$ cat src/rtl/ifu_prefetch_pkg.sv
// Shared widths, reset PC, PC stride and redirect-source encoding for the fetch unit.
package ifu_prefetch_pkg;

  localparam int          IFU_ADDR_W   = 32;
  localparam int          IFU_INST_W   = 32;
  localparam logic [31:0] IFU_RESET_PC = 32'h8000_0000;
  localparam int          IFU_PC_INC   = 4;

  typedef enum logic [1:0] {
    REDIR_NONE  = 2'd0,
    REDIR_JUMP  = 2'd1,
    REDIR_FLUSH = 2'd2
  } redir_e;

  // Flush from pipe_ctrl outranks a jump from the decoder.
  function automatic redir_e redir_sel(input logic flush, input logic jump);
    if (flush)     return REDIR_FLUSH;
    else if (jump) return REDIR_JUMP;
    else           return REDIR_NONE;
  endfunction

endpackage

$ cat src/rtl/ifu_pf_fifo.sv
// Small synchronous FIFO with clear; DEPTH need not be a power of two.
// Push into a full FIFO and pop from an empty one are ignored.
module ifu_pf_fifo #(
  parameter int WIDTH = 32,
  parameter int DEPTH = 4
) (
  input  logic                       clk,
  input  logic                       rst,
  input  logic                       clear,
  input  logic                       push,
  input  logic [WIDTH-1:0]           push_data,
  input  logic                       pop,
  output logic [WIDTH-1:0]           pop_data,
  output logic [$clog2(DEPTH+1)-1:0] count,
  output logic                       full,
  output logic                       empty
);

  localparam int PW = (DEPTH > 1) ? $clog2(DEPTH) : 1;
  localparam int CW = $clog2(DEPTH + 1);

  logic [WIDTH-1:0] mem [DEPTH];
  logic [PW-1:0]    rd_ptr, wr_ptr;
  logic [CW-1:0]    cnt;
  logic             push_ok, pop_ok;

  function automatic logic [PW-1:0] ptr_inc(input logic [PW-1:0] p);
    return (p == PW'(DEPTH - 1)) ? '0 : p + 1'b1;
  endfunction

  assign full     = (cnt == CW'(DEPTH));
  assign empty    = (cnt == '0);
  assign count    = cnt;
  assign push_ok  = push && !full;
  assign pop_ok   = pop && !empty;
  assign pop_data = mem[rd_ptr];

  // Pointer and occupancy tracking; clear empties the FIFO in one cycle.
  always_ff @(posedge clk or posedge rst) begin
    if (rst) begin
      rd_ptr <= '0;
      wr_ptr <= '0;
      cnt    <= '0;
    end else if (clear) begin
      rd_ptr <= '0;
      wr_ptr <= '0;
      cnt    <= '0;
    end else begin
      if (push_ok) wr_ptr <= ptr_inc(wr_ptr);
      if (pop_ok)  rd_ptr <= ptr_inc(rd_ptr);
      cnt <= cnt + CW'(push_ok) - CW'(pop_ok);
    end
  end

  // Storage array; contents need no reset since occupancy gates visibility.
  always_ff @(posedge clk) begin
    if (push_ok && !clear) mem[wr_ptr] <= push_data;
  end

endmodule

$ cat src/rtl/ifu_prefetch.sv
// Instruction fetch unit: sequential PC generator, credit-limited bus issue,
// in-flight address queue and prefetch queue, with redirect discard.
// Optional build macro IFU_PREFETCH_PERF_EN adds fetch/drop/stall counters.
module ifu_prefetch
  import ifu_prefetch_pkg::*;
#(
  parameter int                ADDR_W          = IFU_ADDR_W,
  parameter int                INST_W          = IFU_INST_W,
  parameter int                FIFO_DEPTH      = 4,
  parameter int                MAX_OUTSTANDING = 2,
  parameter logic [ADDR_W-1:0] RESET_PC        = ADDR_W'(IFU_RESET_PC)
) (
  input  logic              clk,
  input  logic              rst,
  input  logic              jtag_halt_i,
  input  logic              flush_i,
  input  logic [ADDR_W-1:0] flush_addr_i,
  input  logic              jump_flag_i,
  input  logic [ADDR_W-1:0] jump_addr_i,
  output logic              inst_valid_o,
  output logic [INST_W-1:0] inst_o,
  output logic [ADDR_W-1:0] inst_addr_o,
  input  logic              inst_ready_i,
  output logic              ibus_req_o,
  output logic [ADDR_W-1:0] ibus_addr_o,
  input  logic              ibus_gnt_i,
  input  logic              ibus_rvalid_i,
  input  logic [INST_W-1:0] ibus_data_i
`ifdef IFU_PREFETCH_PERF_EN
  ,
  output logic [31:0]       perf_fetch_o,
  output logic [31:0]       perf_drop_o,
  output logic [31:0]       perf_stall_o
`endif
);

  localparam int OCW = $clog2(MAX_OUTSTANDING + 1);
  localparam int QCW = $clog2(FIFO_DEPTH + 1);
  localparam int EW  = ADDR_W + INST_W;

  redir_e            redir;
  logic              redirect;
  logic [ADDR_W-1:0] redir_tgt;

  logic [ADDR_W-1:0] pc_q;
  logic              req_hold_q;
  logic [OCW-1:0]    drop_q, drop_nxt;

  logic              issue_ok, grant, rsp, rsp_keep, pq_pop;

  logic [ADDR_W-1:0] aq_rdata;
  logic [OCW-1:0]    aq_count;
  logic              aq_full, aq_empty;
  logic [EW-1:0]     pq_rdata;
  logic [QCW-1:0]    pq_count;
  logic              pq_full, pq_empty;

  // Redirect source priority and target select.
  always_comb begin
    redir     = redir_sel(flush_i, jump_flag_i);
    redirect  = (redir != REDIR_NONE);
    redir_tgt = (redir == REDIR_FLUSH) ? flush_addr_i : jump_addr_i;
  end

  // Credit rule: every issued request already owns a prefetch-queue slot, so
  // in-order responses can always be accepted. The address queue count is the
  // outstanding-request count.
  assign issue_ok = !jtag_halt_i && !aq_full && !pq_full &&
                    ((32'(aq_count) + 32'(pq_count)) < 32'(FIFO_DEPTH));

  // A raised request is held until granted so address stays stable; a
  // redirect withdraws it.
  assign ibus_req_o  = !rst && !redirect && (req_hold_q || issue_ok);
  assign ibus_addr_o = pc_q;
  assign grant       = ibus_req_o && ibus_gnt_i;

  assign rsp      = ibus_rvalid_i && !aq_empty;
  assign rsp_keep = rsp && (drop_q == '0) && !redirect;

  assign inst_valid_o = !pq_empty;
  assign inst_o       = pq_rdata[INST_W-1:0];
  assign inst_addr_o  = pq_rdata[EW-1:INST_W];
  assign pq_pop       = inst_valid_o && inst_ready_i && !redirect;

  // Drop count: on redirect every request still in flight after this cycle is
  // stale; otherwise each response retires one pending discard.
  always_comb begin
    drop_nxt = drop_q;
    if (redirect)
      drop_nxt = aq_count + OCW'(grant) - OCW'(rsp);
    else if (rsp && (drop_q != '0))
      drop_nxt = drop_q - 1'b1;
  end

  // PC, pending-request hold and drop counter registers.
  always_ff @(posedge clk or posedge rst) begin
    if (rst) begin
      pc_q       <= RESET_PC;
      req_hold_q <= 1'b0;
      drop_q     <= '0;
    end else begin
      if (redirect)   pc_q <= redir_tgt;
      else if (grant) pc_q <= pc_q + ADDR_W'(IFU_PC_INC);
      req_hold_q <= ibus_req_o && !ibus_gnt_i;
      drop_q     <= drop_nxt;
    end
  end

  // Addresses of issued requests, matched to responses in order.
  ifu_pf_fifo #(.WIDTH(ADDR_W), .DEPTH(MAX_OUTSTANDING)) u_addr_q (
    .clk       (clk),
    .rst       (rst),
    .clear     (1'b0),
    .push      (grant),
    .push_data (pc_q),
    .pop       (rsp),
    .pop_data  (aq_rdata),
    .count     (aq_count),
    .full      (aq_full),
    .empty     (aq_empty)
  );

  // Fetched {pc, instruction} pairs waiting for the decoder.
  ifu_pf_fifo #(.WIDTH(EW), .DEPTH(FIFO_DEPTH)) u_pf_q (
    .clk       (clk),
    .rst       (rst),
    .clear     (redirect),
    .push      (rsp_keep),
    .push_data ({aq_rdata, ibus_data_i}),
    .pop       (pq_pop),
    .pop_data  (pq_rdata),
    .count     (pq_count),
    .full      (pq_full),
    .empty     (pq_empty)
  );

`ifdef IFU_PREFETCH_PERF_EN
  // Wrapping event counters: grants, discarded responses, starved cycles.
  always_ff @(posedge clk or posedge rst) begin
    if (rst) begin
      perf_fetch_o <= '0;
      perf_drop_o  <= '0;
      perf_stall_o <= '0;
    end else begin
      perf_fetch_o <= perf_fetch_o + 32'(grant);
      perf_drop_o  <= perf_drop_o + 32'(rsp && !rsp_keep);
      perf_stall_o <= perf_stall_o + 32'(inst_ready_i && !inst_valid_o);
    end
  end
`endif

endmodule

$ cat config.mk
export PLATFORM = sky130hd
export DESIGN_NAME = ifu_prefetch
export DESIGN_NICKNAME = d
export VERILOG_FILES = /design/src/rtl/ifu_prefetch_pkg.sv /design/src/rtl/ifu_pf_fifo.sv /design/src/rtl/ifu_prefetch.sv
export SDC_FILE = /design/constraint.sdc
export NUM_CORES = 1
export LEC_CHECK = 0
export ABC_AREA = 1
export BUFFER_PORTS_ARGS = -buffer_cell sky130_fd_sc_hd__buf_2
export CORE_MARGIN = 5
export CORE_UTILIZATION = 25
export DETAILED_ROUTE_END_ITERATION = 16
export RECOVER_POWER = 25
export SETUP_SLACK_MARGIN = 0.2
export SLEW_MARGIN = 20
export SYNTH_ARGS = -nofsm -noshare
export SYNTH_HDL_FRONTEND = slang
export SYNTH_SLANG_ARGS = --single-unit
$ cat constraint.sdc
create_clock -name clk -period 7.1 [get_ports clk]
set_input_delay 1.42 -clock clk [delete_from_list [all_inputs] [get_ports clk]]
set_output_delay 1.42 -clock clk [all_outputs]
set_load 0.05 [all_outputs]
==> results.py <==
metrics = {
    "clock_network": {
        "cts_buffer_depth": 3,
        "cts_setup_buffers": 0,
        "clkLatencyLatePin_ns": 0.52,
        "h-tree-depth": 2,
        "cts_tree": "built",
        "path_clk_slew_ns": 0.06,
        "numCtsBuffers": 38,
        "clock-root-buffer": "clkbuf_16",
        "cts_sinks": 366,
        "cts_hold_buf": 0,
        "cts_resized": 0,
    },
    "drt": {
        "viasPerCell": 4.509,
        "wl_per_cell_um": 17.74,
        "drtAntennaViolNets": 0,
        "vias": 10640,
        "drt-pass1-iter-count": 5,
        "drtIter0Drc": 801,
        "routed_wl_mm": 41.86,
        "drc": 0,
    },
    "finish": {
        "drive_above_1_share": 0.1708,
        "final_cell_mix": "edfxtp_1 (320), nand2_1 (276), nor2_1 (243)",
        "finalNetCount": 1657,
        "fillers": 6275,
        "areaGrowthSynthToFinish_pct": 19.61,
        "layout_commonest_cell": "edfxtp_1",
    },
    "global_routing": {
        "grt_pass1_vias": 10400,
        "grt_pass1_wl_mm": 63.67,
        "antenna_found_initial": 1,
        "grt_overflow": 0,
        "track_usage": 0.1219,
        "grt_max_degree": 77,
    },
    "pwr": {
        "irDropWorstVdd_mv": 0.1409,
        "swShare": 0.2746,
        "seqPwrFrac": 0.487,
        "p_int_mw": 3.871,
        "p_sw_mw": 1.465,
        "p_clk_frac": 0.372,
        "power_leakage_nw": 6.794,
        "cellPowerDensity_nw_per_um2": 290.2,
        "share_comb_of_total_power": 0.141,
        "finalPower_mw": 5.337,
    },
    "logic_synthesis": {
        "ys_ff_latch": 366,
        "yosysTopAreaCell": "edfxtp_1",
        "yosysUniqueCellTypes": 35,
        "synth_area_per_cell_sq_um": 11.34,
        "synth_cells": 1356,
        "yosysWarningCount": 0,
        "synth_top_area_frac": 0.6251,
        "synth_fp_nets": 1473,
        "syn_area_sq_um": 15370,
        "seq_area_frac_synth": 0.7001,
        "yosys-top-cells-area": "edfxtp_1 (63%), dfrtp_1 (7.3%), nand2_1 (6.7%)",
    },
    "worst_setup_path": {
        "cpMaxStageDelayCell": "dfrtp_4",
        "cp-start-kind": "register",
        "cp-end-kind": "primary output",
        "cp.required_ns": 5.68,
        "regToRegStartpoint": "u_addr_q.count[1]",
        "r2r_end": "u_pf_q.mem[0][9]",
        "cp_cell_sequence": "inv_4 > buf_4 > o21ai_0 > o22ai_1 > buf_2",
        "arrival_ns": 3.21,
        "max_stage_delay_ns": 0.71,
        "r2r_cells": 5,
        "rrSetupSlack_ns": 4.29,
        "critPathMaxFanout": 73,
        "critPathCapture": "inst_addr_o[13]",
        "crit_start": "u_pf_q.rd_ptr[0]",
        "path_class": "reg -> out",
    },
    "die": {
        "start_util": 0.2509,
        "die_area_sq_um": 66550,
        "die_x_um": 258.0,
        "io_pins": 202,
        "fp.dieH_um": 258.0,
        "core_area_sq_um": 61260,
        "placementRows": 91,
    },
    "timing": {
        "worstMarginPinSlew_ns": 1.028,
        "timing.slew.headroom": 0.3150,
        "fin_crit_ns": 4.629,
        "min_period_over_period": 0.6520,
        "setup_viol": 0,
        "tns_ns": 0,
        "maxSlewViolCount": 0,
        "skew_ns": 0.01221,
        "fmax_mhz": 216.0,
        "hold_violations": 0,
        "rsz0062_at_grt": "false",
    },
    "run": {
        "maxCapViolations": 0,
    },
    "hold_path": {
        "whs_path_depth": 0,
        "hp-class": "reg -> reg",
    },
    "run_status": {
        "status": "finished clean",
    },
    "placed_design": {
        "hpwl_mm": 27.09,
        "place_congestion": 0.8775,
        "io_buffers": 201,
    },
}
-- critical path: cells and delay by family (launching register included) --
family,cells,cell delay (ns)
buf+inv,3,1.54
flops,1,0.71
compound gates,2,0.40
-- through the flow --
stage | hold WS, ns | instance area (sq um) | worst slack, ns | cells | utilization
5_1_grt | 0.5720 | 18390 | 2.184 | 2360 | 0.3002
3_3_place_gp | 0.5059 | 17180 | 2.562 | 2290 | 0.2805
4_1_cts | 0.5476 | 18420 | 2.363 | 2359 | 0.3008
2_1_floorplan | 0.4932 | 15370 | 1.923 | 1356 | -
6_report | 0.5428 | 18390 | 2.471 | 2360 | 0.3002
3_5_place_dp | 0.5364 | 17180 | 2.494 | 2290 | 0.2805
-- cell type report --
class,instances,area (sq um),share of cell area
Clock inverter,15,157.7,0.008574
Sequential cell,366,10770,0.5856
Tap cell,790,988.4,0.05376
Inverter,46,176.4,0.009595
Multi-Input combinational cell,874,4146,0.2255
Antenna cell,1,2.502,0.0001361
Clock buffer,54,1085,0.05900
Timing Repair Buffer,214,1064,0.05784
-- cells by family after synthesis --
group,share of synthesized area
AO/OA/AOI/OAI,0.09987
XOR/XNOR,0.009686
adder cells (fa/ha/maj),0.01107
buffers and inverters,0.03247
flip-flops,0.7001
AND/OR/NAND/NOR,0.1468
-- layer usage --
metal | part of all wire | global-route usage
met5 | 0 | 0
met2 | 0.46 | 0.1967
met1 | 0.44 | 0.1651
met4 | 0.033 | 0.03856
met3 | 0.062 | 0.02562
-- worst min path at each step --
stage / startpoint / to / slack, ns
detailed placement: ibus_addr_o[1] / u_addr_q.mem[1][1] / 0.54
global placement: u_pf_q.wr_ptr[0] / u_pf_q.wr_ptr[0] / 0.51
floorplan: u_pf_q.wr_ptr[0] / u_pf_q.wr_ptr[0] / 0.49
global route: ibus_addr_o[1] / u_addr_q.mem[1][1] / 0.57
finish: ibus_addr_o[1] / u_addr_q.mem[0][1] / 0.54
CTS: u_pf_q.wr_ptr[0] / u_pf_q.wr_ptr[0] / 0.55
-- power groups by stage --
stage	logic (mW)	clock network, mW	registers, mW
finish	0.750	1.99	2.60
global route	0.843	2.14	2.61
CTS	0.765	2.03	2.60
detailed placement	0.761	0	2.64
global placement	0.738	0	2.64
floorplan	0.429	0	2.69
-- cells in the mapped netlist, drive strengths merged --
| cell type | n |
|---|---|
| edfxtp | 320 |
| nand2 | 278 |
| nor2 | 253 |
| o21ai | 163 |
| o22ai | 68 |
| clkbuf | 51 |
| a21oi | 49 |
| dfrtp | 45 |
| inv | 44 |
| buf | 19 |
| nand3 | 14 |
| xor2 | 14 |
| ha | 12 |
| nand3b | 12 |
| nand4 | 5 |
| xnor2 | 3 |
| clkinv | 2 |
| a22oi | 1 |
| dfstp | 1 |
| fa | 1 |
| or2 | 1 |
-- flip-flops by register name, indices dropped and copies added (netlist names) --
register,cells
drop_q,2
u_addr_q.mem,64
u_pf_q.rd_ptr,2
ibus_addr_o,32
u_addr_q.count,2
u_pf_q.wr_ptr,2
u_pf_q.count,3
u_addr_q.wr_ptr,1
req_hold_q,1
u_addr_q.rd_ptr,1
u_pf_q.mem,256
No activity file was read; power rests on OpenSTA's default activity.
